`src/rtl/fifo_pkg.sv`:
```
// Shared definitions for the asynchronous FIFO and its read-side consumers.
package fifo_pkg;

  localparam int FIFO_DATASIZE     = 8;
  localparam int FIFO_ADDRESS_BITS = 4;
  localparam int PACK_RATIO_MAX    = 16;

  typedef enum logic {
    RUN   = 1'b0,
    FLUSH = 1'b1
  } pack_state_t;

  // Lane-valid mask for a partial beat holding cnt words: (1<<cnt)-1.
  // Sized for the largest legal pack ratio; callers truncate to their width.
  function automatic logic [PACK_RATIO_MAX-1:0] keep_mask(input logic [4:0] cnt);
    logic [PACK_RATIO_MAX:0] w_one;
    w_one = {{PACK_RATIO_MAX{1'b0}}, 1'b1} << cnt;
    return PACK_RATIO_MAX'(w_one - 1'b1);
  endfunction

endpackage

```
`src/rtl/stream_out_reg.sv`:
```
// Valid/ready output register. Loads a new payload when asked, holds it
// while the consumer stalls, and drops valid once the payload is taken.
module stream_out_reg #(
  parameter int WIDTH = 8
) (
  input  logic             clk,
  input  logic             rst_n,
  input  logic             i_load,
  input  logic [WIDTH-1:0] i_data,
  input  logic             i_ready,
  output logic             o_valid,
  output logic [WIDTH-1:0] o_data
);

  logic             r_valid;
  logic [WIDTH-1:0] r_data;

  // Load has priority; otherwise an accepted payload clears valid and a
  // stalled one simply holds. The owner only loads when the slot is free.
  always_ff @(posedge clk) begin
    if (!rst_n) begin
      r_valid <= 1'b0;
      r_data  <= '0;
    end else if (i_load) begin
      r_valid <= 1'b1;
      r_data  <= i_data;
    end else if (i_ready) begin
      r_valid <= 1'b0;
    end
  end

  assign o_valid = r_valid;
  assign o_data  = r_data;

endmodule

```
`src/rtl/fifo_rd_packer.sv`:
```
// Read-domain packer: pops FWFT FIFO words and packs PACK_RATIO of them,
// lane 0 first, into one wide valid/ready beat. A flush closes out a
// partially filled beat with a keep mask.
module fifo_rd_packer
  import fifo_pkg::*;
#(
  parameter int DATASIZE   = FIFO_DATASIZE,
  parameter int PACK_RATIO = 4
) (
  input  logic                           read_clk,
  input  logic                           read_rst,
  input  logic [DATASIZE-1:0]            read_data,
  input  logic                           rempty,
  output logic                           read_inc,
  input  logic                           flush_req,
  output logic                           flush_done,
  output logic                           out_valid,
  input  logic                           out_ready,
  output logic [DATASIZE*PACK_RATIO-1:0] out_data,
  output logic [PACK_RATIO-1:0]          out_keep
);

  localparam int              CW   = $clog2(PACK_RATIO);
  localparam int              BW   = DATASIZE * PACK_RATIO;
  localparam logic [CW-1:0]   LAST = CW'(PACK_RATIO - 1);

  pack_state_t                r_state;
  logic [CW-1:0]              r_cnt;
  logic                       r_flush_done;

  logic                       w_out_free;
  logic                       w_last;
  logic                       w_pop;
  logic                       w_load_full;
  logic                       w_load_part;
  logic                       w_load;
  logic [PACK_RATIO-1:0]      w_keep;
  logic [BW-1:0]              w_full_data;
  logic [BW-1:0]              w_part_data;
  logic [BW+PACK_RATIO-1:0]   w_load_beat;
  logic [BW+PACK_RATIO-1:0]   w_beat;

  // The output slot can take a new beat if it is empty or being drained now.
  assign w_out_free = !out_valid || out_ready;
  assign w_last     = (r_cnt == LAST);

  // Filling the last lane needs a free output slot, the other lanes only
  // need a word; no pops at all while a flush is pending or in reset.
  assign read_inc = read_rst && !rempty && (r_state == RUN) && (!w_last || w_out_free);
  assign w_pop    = read_inc;

  assign w_keep = PACK_RATIO'(keep_mask(5'(r_cnt)));

  // Accumulator: one register per lane except the last, whose word is taken
  // straight from read_data on the completing pop.
  genvar gi;
  for (gi = 0; gi < PACK_RATIO - 1; gi++) begin : g_lane
    logic [DATASIZE-1:0] r_lane;

    // Capture the popped word when the counter points at this lane.
    always_ff @(posedge read_clk) begin
      if (!read_rst) begin
        r_lane <= '0;
      end else if (w_pop && !w_last && (r_cnt == CW'(gi))) begin
        r_lane <= read_data;
      end
    end

    assign w_full_data[gi*DATASIZE +: DATASIZE] = r_lane;
    // Lanes beyond the fill level may hold stale words; zero them.
    assign w_part_data[gi*DATASIZE +: DATASIZE] = w_keep[gi] ? r_lane : '0;
  end

  assign w_full_data[BW-1 -: DATASIZE] = read_data;
  // A partial beat never reaches the last lane.
  assign w_part_data[BW-1 -: DATASIZE] = '0;

  assign w_load_full = w_pop && w_last;
  assign w_load_part = (r_state == FLUSH) && (r_cnt != '0) && w_out_free;
  assign w_load      = w_load_full || w_load_part;
  assign w_load_beat = w_load_full ? {{PACK_RATIO{1'b1}}, w_full_data}
                                   : {w_keep, w_part_data};

  stream_out_reg #(
    .WIDTH (BW + PACK_RATIO)
  ) u_out_reg (
    .clk     (read_clk),
    .rst_n   (read_rst),
    .i_load  (w_load),
    .i_data  (w_load_beat),
    .i_ready (out_ready),
    .o_valid (out_valid),
    .o_data  (w_beat)
  );

  assign out_data   = w_beat[BW-1:0];
  assign out_keep   = w_beat[BW +: PACK_RATIO];
  assign flush_done = r_flush_done;

  // Control FSM: lane counter advance in RUN, partial-beat close-out in FLUSH.
  always_ff @(posedge read_clk) begin
    if (!read_rst) begin
      r_state      <= RUN;
      r_cnt        <= '0;
      r_flush_done <= 1'b0;
    end else begin
      r_flush_done <= 1'b0;
      case (r_state)
        RUN: begin
          if (w_pop) begin
            r_cnt <= w_last ? '0 : r_cnt + 1'b1;
          end
          // A pop in this same cycle still lands and is part of the flush.
          if (flush_req) begin
            r_state <= FLUSH;
          end
        end
        FLUSH: begin
          // Nothing buffered, or the slot is free for the partial beat.
          if ((r_cnt == '0) || w_out_free) begin
            r_cnt        <= '0;
            r_flush_done <= 1'b1;
            r_state      <= RUN;
          end
        end
      endcase
    end
  end

endmodule

```
`config.mk`:
```
export PLATFORM = sky130hd
export DESIGN_NAME = fifo_rd_packer
export DESIGN_NICKNAME = d
export VERILOG_FILES = /design/src/rtl/fifo_pkg.sv /design/src/rtl/stream_out_reg.sv /design/src/rtl/fifo_rd_packer.sv
export SDC_FILE = /design/constraint.sdc
export NUM_CORES = 1
export LEC_CHECK = 0
export CAP_MARGIN = 20
export CORE_ASPECT_RATIO = 0.75
export CORE_UTILIZATION = 45
export CTS_CLUSTER_DIAMETER = 50
export DETAILED_ROUTE_END_ITERATION = 7
export MAX_ROUTING_LAYER = met4
export PLACE_DENSITY_LB_ADDON = 0.25
export RECOVER_POWER = 25
export SLEW_MARGIN = 20
export SYNTH_ARGS = -nofsm -noshare
export SYNTH_HDL_FRONTEND = slang
export SYNTH_SLANG_ARGS = --single-unit
export TNS_END_PERCENT = 5
```
`constraint.sdc`:
```
create_clock -name read_clk -period 1.4 [get_ports read_clk]
set_input_delay 0.21 -clock read_clk [delete_from_list [all_inputs] [get_ports read_clk]]
set_output_delay 0.21 -clock read_clk [all_outputs]
set_load 0.02 [all_outputs]
```
==> impl_metrics.env <==
export IMPL_vias=2185
export IMPL_intPower_mw=3.37
export IMPL_violations="negative setup slack"
export IMPL_ir_drop_uv=698
export IMPL_final_cells=426
export IMPL_p_leak_nw=1.49
export IMPL_cts_buffer_depth=2
export IMPL_syn_inst=274
export IMPL_status="complete, but fails checks"
export IMPL_cts_tree="done"
export IMPL_drive_gt1_share_pct=21.2
export IMPL_hold_depth=2
export IMPL_yosysWarnings=0
export IMPL_wire_per_inst_um=15.0
export IMPL_fin_crit_ns=1.52
export IMPL_place_inst=403
export IMPL_p_seq_share_pct=44.5
export IMPL_total_power_mw=4.26
export IMPL_route_detailed_drc=0
export IMPL_cts_hold_buf=0
export IMPL_clock_latency_ns=0.34
export IMPL_grt_max_degree=29
export IMPL_p_comb_share_pct=6.5
export IMPL_drt_vias_per_instance=5.13
export IMPL_crit_path_max_fanout=8
export IMPL_rsz0062_at_grt="true"
export IMPL_power_switching_uw=887
export IMPL_slew_headroom_pct=65.7
export IMPL_antenna_found_initial=0
export IMPL_async_reset_ff_share_pct=0
export IMPL_end_kind="flip-flop"
export IMPL_die_x_um=87.6
export IMPL_place_congestion=0.789
export IMPL_min_to="u_out_reg.o_data[7]"
export IMPL_diodes=0
export IMPL_path_class="flip-flop to flip-flop"
export IMPL_die_area_mm2=0.00579
export IMPL_timing_hold_ws_ns=0.458
export IMPL_grt_overflow=0
export IMPL_setup_viol=60
export IMPL_setup_ws_ns=-0.121
export IMPL_die_height_um=66.2
export IMPL_cp_arrival_ns=1.79
export IMPL_period_share_pct=109
export IMPL_setup_tns_ns=-4.08
export IMPL_worstReg2RegStart="r_cnt[0]"
export IMPL_rr_endpoint="g_lane[2].r_lane[2]"
export IMPL_grt_util_all_layers_pct=24.3
export IMPL_hold_viol=0
export IMPL_synth_cell_types=30
export IMPL_cp_required_ns=1.67
export IMPL_root_buffer="clkbuf_8"
export IMPL_drv_slew=0
export IMPL_max_stage_delay_ns=0.37
export IMPL_cts_sinks=65
export IMPL_syn_nets=293
export IMPL_p_sw_share_pct=20.8
export IMPL_clkPwrFrac_pct=49.0
export IMPL_synth_seq_cells=65
export IMPL_setup_worst_path_start_class="flip-flop"
export IMPL_portBuffers=51
export IMPL_clock_fmax_mhz=657
export IMPL_area_growth_syn_to_layout_pct=42.4
export IMPL_start_util_pct=48.5
export IMPL_ff2ff_path_depth=7
export IMPL_clk_pin_slew_ns=0.07
export IMPL_syn_area_per_cell_um2=9.02
export IMPL_path_cells="ha_4 > buf_6 > nor4b_4 > buf_6 > and2_4 > nand2_1 > o21ai_1"
export IMPL_htree_levels=3
export IMPL_dp_hpwl_mm=3.92
export IMPL_dr_pass1_iters=4
export IMPL_power_density_mw_per_mm2=1210
export IMPL_synth_area_mm2=0.00247
export IMPL_core_area_mm2=0.00509
export IMPL_setup_reg_to_reg_worst_slack_ns=-0.12
export IMPL_ant_nets=0
export IMPL_cpMaxStageDelayCell="dfxtp_4"
export IMPL_worst_pin_slew_ns=0.514
export IMPL_min_path_type="flip-flop to flip-flop"
export IMPL_crit_top_cell="buf_6"
export IMPL_skew_ns=0.00655
export IMPL_nFillCells=426
export IMPL_ys_flop_type="dfxtp_1"
export IMPL_io_pins=52
export IMPL_worst_hold_startpoint="u_out_reg.o_data[7]"
export IMPL_wl_mm=6.41
export IMPL_synth_edf_count=0
export IMPL_cts_buffers=9
export IMPL_grt_pass1_wl_mm=10.0
export IMPL_drt_iter0_markers=156
export IMPL_ys_seq_area_share_pct=52.7
export IMPL_cap_violations=0
export IMPL_nets=368
export IMPL_rows=22
export IMPL_grt_pass1_vias=1969
## power by group through the flow
stage	logic [mW]	registers, mW	clock network [mW]
6_report	0.278	1.89	2.09
2_1_floorplan	0.117	1.94	0
4_1_cts	0.261	1.89	2.11
3_3_place_gp	0.235	1.94	0
5_1_grt	0.298	1.90	2.19
3_5_place_dp	0.239	1.94	0
## cells in the final DEF (no fill, tap or decap), types with 2 or more instances in the layout
| master | n |
|---|---|
| nand2_1 | 78 |
| dfxtp_1 | 62 |
| dlygate4sd2_1 | 39 |
| o21ai_1 | 20 |
| buf_4 | 19 |
| o22ai_1 | 16 |
| a21oi_1 | 12 |
| nand3_1 | 11 |
| clkdlybuf4s50_1 | 11 |
| mux2i_1 | 10 |
| clkbuf_8 | 9 |
| buf_6 | 8 |
| and2_4 | 6 |
| o21ai_0 | 5 |
| inv_2 | 4 |
| nand2_2 | 4 |
| nor2_1 | 4 |
| ha_1 | 4 |
| bufinv_16 | 4 |
| nor3_1 | 2 |
| a21oi_4 | 2 |
| ha_4 | 2 |
| buf_12 | 2 |
| dfxtp_4 | 2 |
## flip-flops by register name (all words and copies together) (netlist names)
register and count:
r_cnt 2, r_state 1, flush_done 1, g_lane.r_lane 24
u_out_reg.o_data 36, u_out_reg.o_valid 1
## metrics by stage
stage	cell area [um^2]	utilization (%)	setup WS, ns
after floorplan	2490	-	-0.00411
after global placement	3150	61.9	-0.510
after detailed placement	3150	61.9	-0.540
after CTS	3460	67.9	-0.0957
after global routing	3520	69.1	-0.172
final	3520	69.1	-0.121
## synth_stat cells, types with 2 or more instances
cell type	count	share of area [%]
a21oi_1	12	2.4
clkbuf_1	6	0.91
and2_2	3	0.91
a21oi_4	2	1.3
o22ai_1	16	4.1
inv_1	5	0.76
dfxtp_1	65	53
mux2i_1	10	4.1
nand3_1	11	2.2
o21ai_0	25	5.1
nor2_1	4	0.61
nand2_1	81	12
buf_6	8	3.6
buf_2	4	0.81
nor3_1	2	0.41
ha_1	6	3.0
## what timing repair did
item / CTS / global route
gates resized for setup: 71 / 23
buffers inserted: 2 / 2
pin swaps: 17 / 12
endpoints found under the hold margin: 0 / 0
cloned: 2 / 1
endpoints found under the setup margin: 102 / 60
## worst max-delay path, delay by kind of cell (launching register included)
family / cells / cell delay, ns
AND/OR/NAND/NOR: 3 / 0.54
flip-flops: 1 / 0.37
AO/OA/AOI/OAI: 1 / 0.08
adder cells (fa/ha/maj): 1 / 0.17
buffers and inverters: 2 / 0.30
## layer usage
| metal | wire length [um] | GRT usage [%] | vias up |
|---|---|---|---|
| met5 | 0 | - | - |
| met4 | 14 | 9.22 | 0 |
| met3 | 382 | 5.87 | 2 |
| met2 | 3070 | 36.5 | 72 |
| met1 | 2940 | 31.9 | 1032 |
| li1 | - | - | 1079 |
## cell families (layout without fill, tap and decap cells)
logic type	count (synthesis)	count (layout)	share of synthesized area, %
simple gates	109	112	19.5
compound gates	59	59	14.3
mux	10	10	4.05
buf+inv	25	102	6.43
fa+ha+maj	6	6	3.04
flops	65	65	52.7
## how the worst max path moves through the flow
stage | cells past startpoint | startpoint | to
global route | 7 | r_cnt[0] | g_lane[2].r_lane[5]
floorplan | 6 | r_cnt[1] | u_out_reg.o_data[33]
detailed placement | 5 | read_rst | read_inc
finish | 7 | r_cnt[0] | g_lane[2].r_lane[2]
global placement | 5 | read_rst | read_inc
CTS | 5 | r_cnt[0] | read_inc
## cell type report
cell class | count | area (um^2) | area share, %
Inverter | 6 | 22.5 | 0.640
Sequential cell | 65 | 1310 | 37.2
Clock inverter | 7 | 141 | 4.02
Tap cell | 72 | 90.1 | 2.56
Timing Repair Buffer | 80 | 729 | 20.7
Clock buffer | 9 | 124 | 3.52
Multi-Input combinational cell | 187 | 1100 | 31.3
No activity file was read; power rests on OpenSTA's default activity.
